File: src/rtl/mul_div_unit_pkg.sv
// rtl/mul_div_unit_pkg.sv - op encodings, FSM states and iteration count for the multiply/divide unit
package mul_div_unit_pkg;

    localparam logic [2:0] MDU_MULT  = 3'd0;
    localparam logic [2:0] MDU_MULTU = 3'd1;
    localparam logic [2:0] MDU_DIV   = 3'd2;
    localparam logic [2:0] MDU_DIVU  = 3'd3;
    localparam logic [2:0] MDU_MTHI  = 3'd4;
    localparam logic [2:0] MDU_MTLO  = 3'd5;

    localparam logic [5:0] MDU_ITER = 6'd32;

    typedef enum logic [1:0] {
        ST_IDLE,
        ST_MUL,
        ST_DIV,
        ST_FIX
    } mdu_state_e;

endpackage

File: src/rtl/mul_div_unit_div_iter.sv
// rtl/mul_div_unit_div_iter.sv - unsigned restoring divider datapath, one quotient bit per step
module mdu_div_iter #(
    parameter int WIDTH = 32
) (
    input  logic             clk,
    input  logic             reset,
    input  logic             load,
    input  logic             step,
    input  logic [WIDTH-1:0] dividend,
    input  logic [WIDTH-1:0] divisor,
    output logic [WIDTH-1:0] quotient,
    output logic [WIDTH-1:0] remainder
);

    logic [WIDTH-1:0] dsr;
    logic [WIDTH:0]   shifted;
    logic             fits;

    // quotient doubles as the dividend shift register; its MSB feeds the partial remainder
    assign shifted = {remainder, quotient[WIDTH-1]};
    assign fits    = shifted >= {1'b0, dsr};

    always_ff @(posedge clk) begin
        if (reset) begin
            quotient  <= '0;
            remainder <= '0;
            dsr       <= '0;
        end else if (load) begin
            quotient  <= dividend;
            remainder <= '0;
            dsr       <= divisor;
        end else if (step) begin
            quotient  <= {quotient[WIDTH-2:0], fits};
            remainder <= fits ? (shifted[WIDTH-1:0] - dsr) : shifted[WIDTH-1:0];
        end
    end

endmodule

File: src/rtl/mul_div_unit.sv
// rtl/mul_div_unit.sv - iterative MULT/MULTU/DIV/DIVU/MTHI/MTLO unit with private HI/LO
// Define MDU_FAST_MUL_EN for a single-cycle combinational multiply; divide stays iterative.
module mul_div_unit
    import mul_div_unit_pkg::*;
#(
    parameter int WIDTH = 32
) (
    input  logic             clk,
    input  logic             reset,
    input  logic             start,
    input  logic [2:0]       op,
    input  logic [WIDTH-1:0] a,
    input  logic [WIDTH-1:0] b,
    input  logic             flush,
    output logic             busy,
    output logic             done,
    output logic [WIDTH-1:0] hi,
    output logic [WIDTH-1:0] lo
);

    mdu_state_e         state, nxt;
    logic [5:0]         cnt;
    logic [2*WIDTH-1:0] acc;
    logic [WIDTH-1:0]   mcand;
    logic [WIDTH-1:0]   a_save;
    logic               sign_p, sign_r, div0, is_div;
    logic               launch, is_mul_op, is_div_op, signed_op;
    logic [WIDTH-1:0]   mag_a, mag_b;
    logic [WIDTH:0]     mul_sum;
    logic [WIDTH-1:0]   quo, rem;

    assign launch    = (state == ST_IDLE) && start && !flush;
    assign is_mul_op = (op == MDU_MULT) || (op == MDU_MULTU);
    assign is_div_op = (op == MDU_DIV) || (op == MDU_DIVU);
    assign signed_op = (op == MDU_MULT) || (op == MDU_DIV);
    assign mag_a     = (signed_op && a[WIDTH-1]) ? -a : a;
    assign mag_b     = (signed_op && b[WIDTH-1]) ? -b : b;
    assign busy      = (state != ST_IDLE);

    // acc holds {partial product, unconsumed multiplier bits}; add mcand into the top half when bit0 set
    assign mul_sum = {1'b0, acc[2*WIDTH-1:WIDTH]} + (acc[0] ? {1'b0, mcand} : '0);

`ifdef MDU_FAST_MUL_EN
    logic [2*WIDTH-1:0] ext_a, ext_b, fast_prod;
    assign ext_a     = {{WIDTH{signed_op & a[WIDTH-1]}}, a};
    assign ext_b     = {{WIDTH{signed_op & b[WIDTH-1]}}, b};
    assign fast_prod = ext_a * ext_b;
`endif

    mdu_div_iter #(.WIDTH(WIDTH)) u_div (
        .clk       (clk),
        .reset     (reset),
        .load      (launch && is_div_op),
        .step      (state == ST_DIV),
        .dividend  (mag_a),
        .divisor   (mag_b),
        .quotient  (quo),
        .remainder (rem)
    );

    always_comb begin
        nxt = state;
        case (state)
            ST_IDLE: begin
                if (launch && is_div_op) nxt = ST_DIV;
`ifndef MDU_FAST_MUL_EN
                if (launch && is_mul_op) nxt = ST_MUL;
`endif
            end
            ST_MUL, ST_DIV: begin
                if (flush)                  nxt = ST_IDLE;
                else if (cnt == MDU_ITER - 6'd1) nxt = ST_FIX;
            end
            ST_FIX:  nxt = ST_IDLE;
            default: nxt = ST_IDLE;
        endcase
    end

    always_ff @(posedge clk) begin
        if (reset) begin
            state  <= ST_IDLE;
            cnt    <= '0;
            acc    <= '0;
            mcand  <= '0;
            a_save <= '0;
            sign_p <= 1'b0;
            sign_r <= 1'b0;
            div0   <= 1'b0;
            is_div <= 1'b0;
            hi     <= '0;
            lo     <= '0;
            done   <= 1'b0;
        end else begin
            state <= nxt;
            done  <= 1'b0;
            case (state)
                ST_IDLE: if (launch) begin
                    cnt    <= '0;
                    sign_p <= signed_op && (a[WIDTH-1] ^ b[WIDTH-1]);
                    sign_r <= signed_op && a[WIDTH-1];
                    is_div <= is_div_op;
                    div0   <= (b == '0);
                    a_save <= a;
                    case (op)
`ifdef MDU_FAST_MUL_EN
                        MDU_MULT, MDU_MULTU: begin
                            {hi, lo} <= fast_prod;
                            done     <= 1'b1;
                        end
`else
                        MDU_MULT, MDU_MULTU: begin
                            acc   <= {{WIDTH{1'b0}}, mag_b};
                            mcand <= mag_a;
                        end
`endif
                        MDU_MTHI: hi <= a;
                        MDU_MTLO: lo <= a;
                        default: ;
                    endcase
                end
                ST_MUL: begin
                    acc <= {mul_sum, acc[WIDTH-1:1]};
                    cnt <= cnt + 6'd1;
                end
                ST_DIV: cnt <= cnt + 6'd1;
                ST_FIX: if (!flush) begin
                    done <= 1'b1;
                    if (!is_div) begin
                        {hi, lo} <= sign_p ? -acc : acc;
                    end else if (div0) begin
                        hi <= a_save;
                        lo <= '1;
                    end else begin
                        hi <= sign_r ? -rem : rem;
                        lo <= sign_p ? -quo : quo;
                    end
                end
                default: ;
            endcase
        end
    end

endmodule
File: config.mk
export PLATFORM = sky130hd
export DESIGN_NAME = mul_div_unit
export DESIGN_NICKNAME = d
export VERILOG_FILES = /design/src/rtl/mul_div_unit_pkg.sv /design/src/rtl/mul_div_unit_div_iter.sv /design/src/rtl/mul_div_unit.sv
export SDC_FILE = /design/constraint.sdc
export NUM_CORES = 1
export LEC_CHECK = 0
export CAP_MARGIN = 20
export CORE_ASPECT_RATIO = 0.7
export CORE_MARGIN = 2
export CORE_UTILIZATION = 38
export DETAILED_ROUTE_END_ITERATION = 8
export SLEW_MARGIN = 20
export SYNTH_ARGS = -nofsm -noshare
export SYNTH_HDL_FRONTEND = slang
export SYNTH_SLANG_ARGS = --single-unit
File: constraint.sdc
create_clock -name clk -period 3.6 [get_ports clk]
set_input_delay 0.54 -clock clk [delete_from_list [all_inputs] [get_ports clk]]
set_output_delay 0.54 -clock clk [all_outputs]
set_load 0.05 [all_outputs]
==> results by group <==
Status
  • Status: finished, final reports clean

STA
  • # setup viols final: 0
  • Clk_skew: 0.0356 ns
  • Period utilization: 96.0%
  • Rel. slew slack: 47.1%
  • Fin worst setup slack: 0.142 ns
  • Max Transition Viols Final: 0
  • Tmin final: between 3 and 4 ns
  • Final Hold Fails: 0
  • Worst slew pin tran: 0.789 ns
  • Peak Freq: 289 MHz

Clock tree
  • # hold bufs at CTS: 0
  • H-tree depth: 2
  • Clk sinks: ~300
  • Clock Latency Late Sink: roughly 0.57 ns
  • Total CTS buffers: 37
  • Root Buffer: clkbuf_16
  • Post-CTS setup buffer count: 0
  • Clock-pin slew on the worst setup and hold paths: roughly 0.07 ns
  • Clock buffer depth: 3
  • Post-CTS resize count: 0
  • TritonCTS clock tree: done

Final layout
  • Fin nets: 2993
  • Finished Cell Area: 24400 µm²
  • Antenna diode count: 0
  • Post-route insts no fill: 3555
  • Share of cells above drive strength 1: 10.1%
  • Layout Area Growth over Synthesis: 21.1%

Synthesis
  • Sequential area share after synthesis: 29.9%
  • Commonest register cell after synthesis: dfxtp_1
  • Area fraction of the dominant cell type after synthesis: 29.9%
  • Post-synthesis async set-or-reset flop share: 0%
  • Synthesized cell area: between 20000 and 25000 µm²
  • Gate Count Post-Synth: ~2700
  • Syn Area/Cell: ~7.6 µm²
  • Synth Register Bits: 301
  • Ranking of synthesized cells by area: dfxtp_1, xnor2_1, nand2_1
  • Post-synth EDFFs: 0
  • Syn Nets: 2818
  • Warnings from Yosys: 0
  • Yosys top cell by area: dfxtp_1
  • Post-synth cell types: 81

Detailed routing
  • Vias per cell: 5.98
  • DR WL/cell: 23.9 µm
  • Vias: 21246
  • Pre-antenna DRT Iters: 6
  • Initial DRC count: 2427
  • Final ANT Viol Nets: 0
  • Routed wire length: ~85000 µm
  • DRC: 0

Min path
  • Hold crit path type: reg2reg
  • WHS Path Cells: 2

Setup path
  • CP startpoint kind: flop
  • Max FO, Critical Path: 5
  • CP max-delay cell: or4_4
  • CP max stage delay: between 0.5 and 0.6 ns
  • Setup crit end kind: flop
  • Crit path kind: reg2reg
  • CP required: 4.05 ns
  • Critical Path AT: 3.90 ns
  • Cells along the critical path: or4_4 > nor4_2 > buf_4 > nand2_1 > or3_1 > or4_1 > or3_4 > nor3_4 > mux2i_1 > nor3_2 > a22o_1
  • Reg2reg path depth: 11

Die
  • Row cnt: 70
  • I/O pin count: 137
  • Die width: 279 µm
  • Die Footprint: 55000 µm²
  • Initial Utilization: 38.5%
  • Die Y-Extent: roughly 200 µm
  • Core Box Area: 52400 µm²

Placed design
  • Dpl hpwl: 64600 µm
  • DP Worst Slack: 0.0401 ns
  • Gp weighted congestion: 0.973
  • Placed Cells incl. Taps: 3490
  • Dpl cell area: 23100 µm²
  • IO Port Bufs: 136

Power and ir drop
  • Leakage: 9.30 nW
  • Power Total: roughly 18 mW
  • Worst vdd ir: 0.537 mV
  • Pwr dens: 744 nW/µm²

Run
  • Max_cap viols: 0

GRT
  • Largest net degree at the start of global routing: 102
  • GRT Util Overall: 30.3%
  • Grt total ovfl: 0
  • First-pass GRT wire length: roughly 130000 µm
  • Vias in the first global route: 19573
  • Initial antenna violation count: 3
==> worst paths after layout <==
check / from / to / slack (ns)
max: acc[2]$_SDFFE_PP0P_ / hi[25]$_SDFFE_PP0P_ / 0.14
min: a_save[22]$_SDFFE_PP0P_ / a_save[22]$_SDFFE_PP0P_ / 0.46
max reg2reg: acc[2]$_SDFFE_PP0P_ / hi[25]$_SDFFE_PP0P_ / 0.14
min reg2reg: a_save[22]$_SDFFE_PP0P_ / a_save[22]$_SDFFE_PP0P_ / 0.46
==> cell usage in the layout (no fill, tap or decap), types with 15 or more instances in the layout <==
| cell type | instances |
|---|---|
| o21ai_0 | 151 |
| and3_1 | 15 |
| mux2i_1 | 56 |
| dfxtp_1 | 296 |
| xnor2_1 | 140 |
| clkdlybuf4s50_1 | 135 |
| nand3_1 | 46 |
| a311oi_1 | 30 |
| buf_4 | 174 |
| inv_1 | 78 |
| a211oi_1 | 92 |
| a21o_1 | 30 |
| o21bai_1 | 15 |
| o21a_1 | 16 |
| and2_1 | 42 |
| a22o_1 | 18 |
| nand2_1 | 305 |
| nor2_1 | 294 |
| o31ai_1 | 40 |
| xor2_1 | 84 |
| or4_1 | 22 |
| nor2b_1 | 17 |
| a21oi_1 | 218 |
| clkbuf_16 | 38 |
| nor4_1 | 15 |
| nor3_1 | 87 |
| nand2b_1 | 27 |
| o221ai_1 | 26 |
| nand4_1 | 22 |
| o211ai_1 | 31 |
| o41ai_1 | 18 |
| ha_1 | 73 |
| or3_1 | 27 |
==> routing by layer <==
layer | GRT usage [%] | part of all wire [%] | vias to the layer above
li1 | - | - | 9925
met1 | 46.1 | 48 | 10211
met2 | 42.5 | 40 | 991
met3 | 7.25 | 10 | 113
met4 | 6.95 | 2.1 | 6
met5 | 0 | 0.038 | -
==> sequential cells by signal, indices dropped and copies added, names as in the netlist, 2 cells and up <==
name / count
a_save: 32
acc: 64
cnt: 6
hi: 32
lo: 32
mcand: 32
state: 2
u_div.dsr: 32
u_div.quotient: 32
u_div.remainder: 32
==> cell usage after synthesis, drive strengths merged, types with 27 or more instances <==
library cell / n
nand2: 307
nor3: 90
o31ai: 41
a21o: 30
ha: 75
a211oi: 93
nor2: 296
nand3: 46
o211ai: 31
inv: 79
o21ai: 156
xor2: 84
or3: 29
mux2i: 56
clkbuf: 158
and2: 46
dfxtp: 301
a311oi: 30
a21oi: 221
nand2b: 27
xnor2: 140
==> through the flow <==
stage / hold WS, ns / util (%) / TNS [ns]
2_1_floorplan: 0.427 / - / 0
3_3_place_gp: 0.440 / 44.2 / 0
3_5_place_dp: 0.447 / 44.2 / 0
4_1_cts: 0.456 / 46.5 / 0
5_1_grt: 0.468 / 46.7 / -0.134
6_report: 0.456 / 46.7 / 0
==> critical path, delay by kind of cell, from the launching register on <==
kind,cells,cell delay (ns)
AND/OR/NAND/NOR,8,2.37
buffers and inverters,1,0.18
AO/OA/AOI/OAI,1,0.23
flip-flops,1,0.31
multiplexers,1,0.25
==> cells by family after synthesis <==
| group | Yosys count | share of synthesized area, % |
|---|---|---|
| AOI/OAI and AO/OA | 786 | 25.5 |
| xor gates and xnor gates | 224 | 9.72 |
| adders and majority gates | 77 | 4.85 |
| buffers and inverters | 258 | 4.89 |
| DFF | 301 | 29.9 |
| muxes | 57 | 2.83 |
| and+or+nand+nor | 967 | 22.4 |
==> power breakdown <==
group          leakage [nW]  internal (mW)  switching (mW)
combinational          6.26           3.94            6.16
sequential             2.44           3.74           0.476
clock                 0.597           2.23            1.63
==> area by class of cell <==
type                    count  area, µm²
clock buffers              51       1070
clock inverters            14        140
fillers                  5237      27900
inverters                  80        300
multi-input cells        2111      13300
flip-flops and latches    301       6030
well taps                 684        856
repair buffers            314       2730
Note: power is estimated with default switching activity, not from simulation.
